`src/rtl/sync_fifo_param.sv`:
```
// Parametrised single-clock FIFO with fill count, programmable almost-full /
// almost-empty thresholds, push-while-full-with-pop and sticky error flags.
module sync_fifo_param #(
    parameter int fifo_width = 32,
    parameter int fifo_depth = 8,
    parameter int af_level   = fifo_depth - 2,
    parameter int ae_level   = 2
) (
    input  logic                          clk,
    input  logic                          reset,
    input  logic                          push,
    input  logic                          pop,
    input  logic [fifo_width-1:0]         data_in,
    input  logic                          clr_err,
    output logic [fifo_width-1:0]         data_out,
    output logic                          fifo_full,
    output logic                          fifo_empty,
    output logic                          almost_full,
    output logic                          almost_empty,
    output logic [$clog2(fifo_depth):0]   count,
    output logic                          overflow,
    output logic                          underflow
);

    localparam int ADDR_W = $clog2(fifo_depth);
    localparam logic [ADDR_W:0] PTR_ONE = {{ADDR_W{1'b0}}, 1'b1};
    localparam logic [ADDR_W:0] AF_LVL  = af_level[ADDR_W:0];
    localparam logic [ADDR_W:0] AE_LVL  = ae_level[ADDR_W:0];

    logic [fifo_width-1:0] mem [fifo_depth];
    logic [ADDR_W:0]       wr_ptr;
    logic [ADDR_W:0]       rd_ptr;
    logic                  push_ok;
    logic                  pop_ok;

    // Handshake: push/pop are requests sampled at posedge; push_ok/pop_ok say
    // whether the FIFO took them. A rejected request has no effect other than
    // raising its sticky error flag. A pop frees a slot in the same cycle, so
    // a full FIFO still accepts a push paired with a pop.
    assign fifo_empty = (wr_ptr == rd_ptr);
    assign fifo_full  = (wr_ptr[ADDR_W] != rd_ptr[ADDR_W]) &&
                        (wr_ptr[ADDR_W-1:0] == rd_ptr[ADDR_W-1:0]);
    assign pop_ok     = pop && !fifo_empty;
    assign push_ok    = push && (!fifo_full || pop_ok);

    assign count        = wr_ptr - rd_ptr;
    assign almost_full  = (count >= AF_LVL);
    assign almost_empty = (count <= AE_LVL);
    assign data_out     = fifo_empty ? '0 : mem[rd_ptr[ADDR_W-1:0]];

    // Storage carries no reset; emptiness is defined purely by the pointers.
    always_ff @(posedge clk) begin
        if (reset && push_ok) begin
            mem[wr_ptr[ADDR_W-1:0]] <= data_in;
        end
    end

    always_ff @(posedge clk) begin
        if (!reset) begin
            wr_ptr    <= '0;
            rd_ptr    <= '0;
            overflow  <= 1'b0;
            underflow <= 1'b0;
        end else begin
            if (push_ok) wr_ptr <= wr_ptr + PTR_ONE;
            if (pop_ok)  rd_ptr <= rd_ptr + PTR_ONE;
            // A new error in the same cycle as clr_err must not be lost.
            overflow  <= (push && !push_ok) || (overflow  && !clr_err);
            underflow <= (pop  && !pop_ok)  || (underflow && !clr_err);
        end
    end

endmodule

```
`config.mk`:
```
export PLATFORM = sky130hd
export DESIGN_NAME = sync_fifo_param
export DESIGN_NICKNAME = d
export VERILOG_FILES = /design/src/rtl/sync_fifo_param.sv
export SDC_FILE = /design/constraint.sdc
export NUM_CORES = 1
export LEC_CHECK = 0
export CORE_UTILIZATION = 57
export DETAILED_ROUTE_END_ITERATION = 12
export DONT_BUFFER_PORTS = 1
export HOLD_SLACK_MARGIN = 0.06
export PLACE_DENSITY = 0.74
export SYNTH_ARGS = -nofsm -noshare
export SYNTH_HDL_FRONTEND = slang
export SYNTH_SLANG_ARGS = --single-unit
```
`constraint.sdc`:
```
create_clock -name clk -period 4.3 [get_ports clk]
set_clock_uncertainty 0.1 [all_clocks]
set_input_delay 0.86 -clock clk [delete_from_list [all_inputs] [get_ports clk]]
set_output_delay 0.86 -clock clk [all_outputs]
set_load 0.01 [all_outputs]
```
# [Word-level counts from Yosys, hierarchy flattened]
# Memory sizes are Yosys's and may differ from the RTL's. A register that Yosys moved wholly into a read port is not among the register bits.
# Cells that the tools add are included.
[totals] register_bits=10 ramBits=256 inputBits=37 out_inout_bits=42 elab_cells=34 n_memories=1
[memory_table] name="mem" depth=8 width=32 rd=1 rd_clocked_by_memory_dff=1 write_ports=1 line_no="30" text="logic [fifo_width-1:0] mem [fifo_depth];"
[classes] n_addsub=3 order_cmp=2 n_eq_ne=3 mux=5 reduce_logical=16
[op_table] cell="$mux W32" count=1
[op_table] cell="$add A4 B1 Y4 const B" count=2
[op_table] cell="$logic_and A1 B1 Y1" count=8
[op_table] cell="$mux W3" count=2
[op_table] cell="$logic_not A1 Y1" count=5
[op_table] cell="$eq A4 B4 Y1" count=1
[op_table] cell="$ge A4 B3 Y1 const B" count=1
[op_table] cell="$le A4 B2 Y1 const B" count=1
[op_table] cell="$sub A4 B4 Y4" count=1
[op_table] cell="$eq A3 B3 Y1" count=1
[op_table] cell="$logic_or A1 B1 Y1" count=3
[op_table] cell="$mux W1" count=2
[op_table] cell="$ne A1 B1 Y1" count=1

# [Longest topological paths before layout]
[depth] depth_word=8 depth_mapped=7 ltp_nobuf=6

# [Worst setup path after synthesis]
# No wires, ideal clock.
[synth_path] path_kind="input to register" from="in reset" to="mem mem[1][0] (enable)" setup_ns=0.461 t_arrival_ns=3.770 setup_slack_ns=-0.031 path_stages=4 n_path_buf=1 path_cell_list="clkbuf_1 nand2_1 a311o_1 nor3_1"
[synth_between] elab_chain_cells=3
[synth_lines] element="start: declaration" line_no="10" text="input logic reset,"
[synth_lines] element="$logic_and A1 B1 Y1" line_no="53" text="if (reset && push_ok) begin"
[synth_lines] element="$mux W1" line_no="53"
[synth_lines] element="$mux W1 (not written as such)" line_no="54" text="mem[wr_ptr[ADDR_W-1:0]] <= data_in;"
[synth_lines] element="end: declaration" line_no="30"
# Every way passes these cells.

# [Worst setup path after layout]
[layout_path] from="reg wr_ptr[2]" to="out data_out[24]"
[layout_between] elab_chain_cells=2
[layout_lines] element="start: declaration" line_no="31" text="logic [ADDR_W:0] wr_ptr;"
[layout_lines] element="start signal: assignment" line_no="65" text="if (push_ok) wr_ptr <= wr_ptr + PTR_ONE;"
[layout_lines] element="$eq A4 B4 Y1" line_no="40" text="assign fifo_empty = (wr_ptr == rd_ptr);"
[layout_lines] element="$mux W32" line_no="49" text="assign data_out = fifo_empty ? '0 : mem[rd_ptr[ADDR_W-1:0]];"
[layout_lines] element="end: declaration" line_no="15" text="output logic [fifo_width-1:0] data_out,"
# Every way passes these cells.

==> impl_metrics.env <==
export IMPL_hold_violations=0
export IMPL_syn_inst=474
export IMPL_post_route_util=0.656
export IMPL_cts_sinks=269
export IMPL_synth_cell_type_count=38
export IMPL_antenna_left=0
export IMPL_drive_gt1_frac=0.229
export IMPL_grt_pass1_wl_mm=29.0
export IMPL_startpoint_type="register"
export IMPL_ys_seq_elements=269
export IMPL_grt_max_degree=40
export IMPL_setup_tns_ns=0
export IMPL_synth_top_area_frac=0.736
export IMPL_worst_pin_slew_ns=0.794
export IMPL_period_minus_slack_ns=4.04
export IMPL_core_mm2=0.0180
export IMPL_cts_buffers=26
export IMPL_maxCapViolations=0
export IMPL_syn_nets=517
export IMPL_p_seq_frac=0.494
export IMPL_drtIter0Drc=352
export IMPL_fp_dieArea_mm2=0.0189
export IMPL_hold_depth=0
export IMPL_yosys_area_share_simple=0.0189
export IMPL_wl_per_cell_um=25.6
export IMPL_required_ns=3.34
export IMPL_ys_async_sr_fraction=0
export IMPL_yosys_warnings=0
export IMPL_clkPwrFrac=0.409
export IMPL_end_kind="primary output"
export IMPL_htreeDepth=1
export IMPL_initial_core_util=0.582
export IMPL_worstSkewPairLatency_ns=0.51
export IMPL_final_max_slew_violation_count=0
export IMPL_synth_compound_area_frac=0.0389
export IMPL_synth_mux_area_frac=0.152
export IMPL_switching_share=0.211
export IMPL_syn_to_final_growth_pct=12.9
export IMPL_synth_main_ff_cell="edfxtp_1"
export IMPL_p_leak_nw=3.74
export IMPL_routabilityCongestion=0.838
export IMPL_synth_edff_count=256
export IMPL_rsz0062_at_grt="no"
export IMPL_setup_violations_final=0
export IMPL_r2r_cells=5
export IMPL_dp_hpwl_mm=11.3
export IMPL_ctsResizeCount=0
export IMPL_cts_path_max_buffers=3
export IMPL_vdd_drop_max_uv=420
export IMPL_ys_top_cells_by_area="edfxtp_1, mux4_2, mux4_1"
export IMPL_dr_pass1_iters=4
export IMPL_post_cts_buffers=0
export IMPL_worst_path_max_fanout=19
export IMPL_avgSynthCellArea_um2=22.0
export IMPL_num_rows=49
export IMPL_dpl_worst_slack_ns=0.784
export IMPL_grt_total_usage=0.213
export IMPL_status="completed"
export IMPL_timing_hold_ws_ns=0.334
export IMPL_intPower_mw=4.75
export IMPL_synth_xor_area_frac=0.00323
export IMPL_path_class="reg -> out"
export IMPL_dpl_cell_area_mm2=0.0108
export IMPL_final_area_mm2=0.0118
export IMPL_die_x_um=137
export IMPL_vias=4684
export IMPL_grt_use_met3=0.0453
export IMPL_antennaDiodeCount=0
export IMPL_final_cells=745
export IMPL_drc=0
export IMPL_fp_dieH_um=137
export IMPL_p_comb_frac=0.097
export IMPL_clock_fmax_mhz=247
export IMPL_antenna_found_initial=0
export IMPL_relSlewSlack=0.469
export IMPL_powerDensity_mw_per_mm2=511
export IMPL_wl_mm=19.1
export IMPL_io_pins=79
export IMPL_cts_root_buf="clkbuf_16"
export IMPL_hp_class="in -> reg"
export IMPL_cts_tree="yes"
export IMPL_grt_pass1_vias=5008
export IMPL_worst_slack_ns=0.257
export IMPL_p_total_mw=6.03
export IMPL_synthAdderAreaFrac=0.00790
export IMPL_power_switching_mw=1.27
export IMPL_io_buffer_count=0
export IMPL_grt_ovfl_total=0
export IMPL_grt_busiest_layer="met2"
export IMPL_yosysMostFrequentCell="edfxtp_1"
export IMPL_placed_cells=698
export IMPL_cts_hold_buf=0
export IMPL_finalNetCount=540
export IMPL_vias_per_cell=6.29
export IMPL_grt_use_met2=0.361
export IMPL_yosysSeqAreaShare=0.761
export IMPL_worstPathArrival_ns=3.08
export IMPL_synth_area_mm2=0.0104
export IMPL_clkTransAtPathRegs_ns=0.06
export IMPL_yosysTopAreaCell="edfxtp_1"
export IMPL_synth_top_family_by_area="multiplexers"
export IMPL_finalCritPeriodShare=0.940
export IMPL_met1_usage=0.279
export IMPL_synth_commonest_cells="edfxtp_1, mux4_2, a22o_1"
power by group through the flow:
stage               Sequential [mW]  Combinational, mW  Clock (mW)
global placement               3.03              0.582           0
global route                   2.99              0.626        2.62
detailed placement             3.04              0.593           0
CTS                            2.98              0.594        2.50
finish                         2.98              0.583        2.46
floorplan                      2.98              0.533           0
critical path, stage by stage (launching register included):
cell	delay, ns
dfxtp_1	0.56
ha_1	0.36
and3_1	0.37
a21boi_4	0.66
buf_4	0.36
a22o_1	0.25
cell families (layout without fill, tap and decap cells):
family	Yosys count	after routing
xor gates and xnor gates	3	3
DFF	269	269
buffers and inverters	32	74
and+or+nand+nor	42	42
muxes	72	72
AOI/OAI and AO/OA	50	50
adders and majority gates	6	6
layout by cell type (no fill, tap or decap), drive strengths merged:
cell type  Yosys  layout
edfxtp       256     256
mux4          64      64
a22o          32      32
clkbuf         6      30
buf           18      19
nand2         18      18
dfxtp         13      13
nor2           9       9
inv            8       8
mux2i          8       8
clkinv         0       8
bufinv         0       7
a21oi          7       7
nand2b         5       5
ha             5       5
nand4          3       3
and3           2       2
nor3           2       2
o21ai          2       2
a31oi          2       2
clkinvlp       0       2
xnor2          2       2
a21boi         2       2
a311o          2       2
nand3b         1       1
xor2           1       1
nand3          1       1
o21a           1       1
o31a           1       1
a32oi          1       1
nor2b          1       1
fa             1       1
sequential cells by signal (all words and copies together), names as in the netlist, named ones only:
register   cells
mem          256
rd_ptr         4
wr_ptr         4
overflow       1
underflow      1
worst paths after layout:
kind	from	endpoint	slack [ns]
hold reg to reg	rd_ptr[2]	rd_ptr[2]	0.41
setup / recovery	wr_ptr[2]	data_out[24]	0.26
setup reg to reg	wr_ptr[2]	mem[1][28]	1.08
hold / removal	data_in[4]	mem[1][4]	0.33
layer usage:
metal / vias up / part of all wire
met5: - / 0
met4: 0 / 0.014
met3: 21 / 0.075
met2: 174 / 0.52
met1: 2426 / 0.39
li1: 2063 / -
area by class of cell:
type | instances | area [um^2]
clock buffer | 30 | 687
clock inverter | 17 | 264
fill | 1105 | 6170
inverter | 8 | 30.0
multi-input combinational | 173 | 2390
sequential | 269 | 7950
tap | 229 | 287
timing repair buffer | 19 | 180
(Power assumes the default switching activity.)
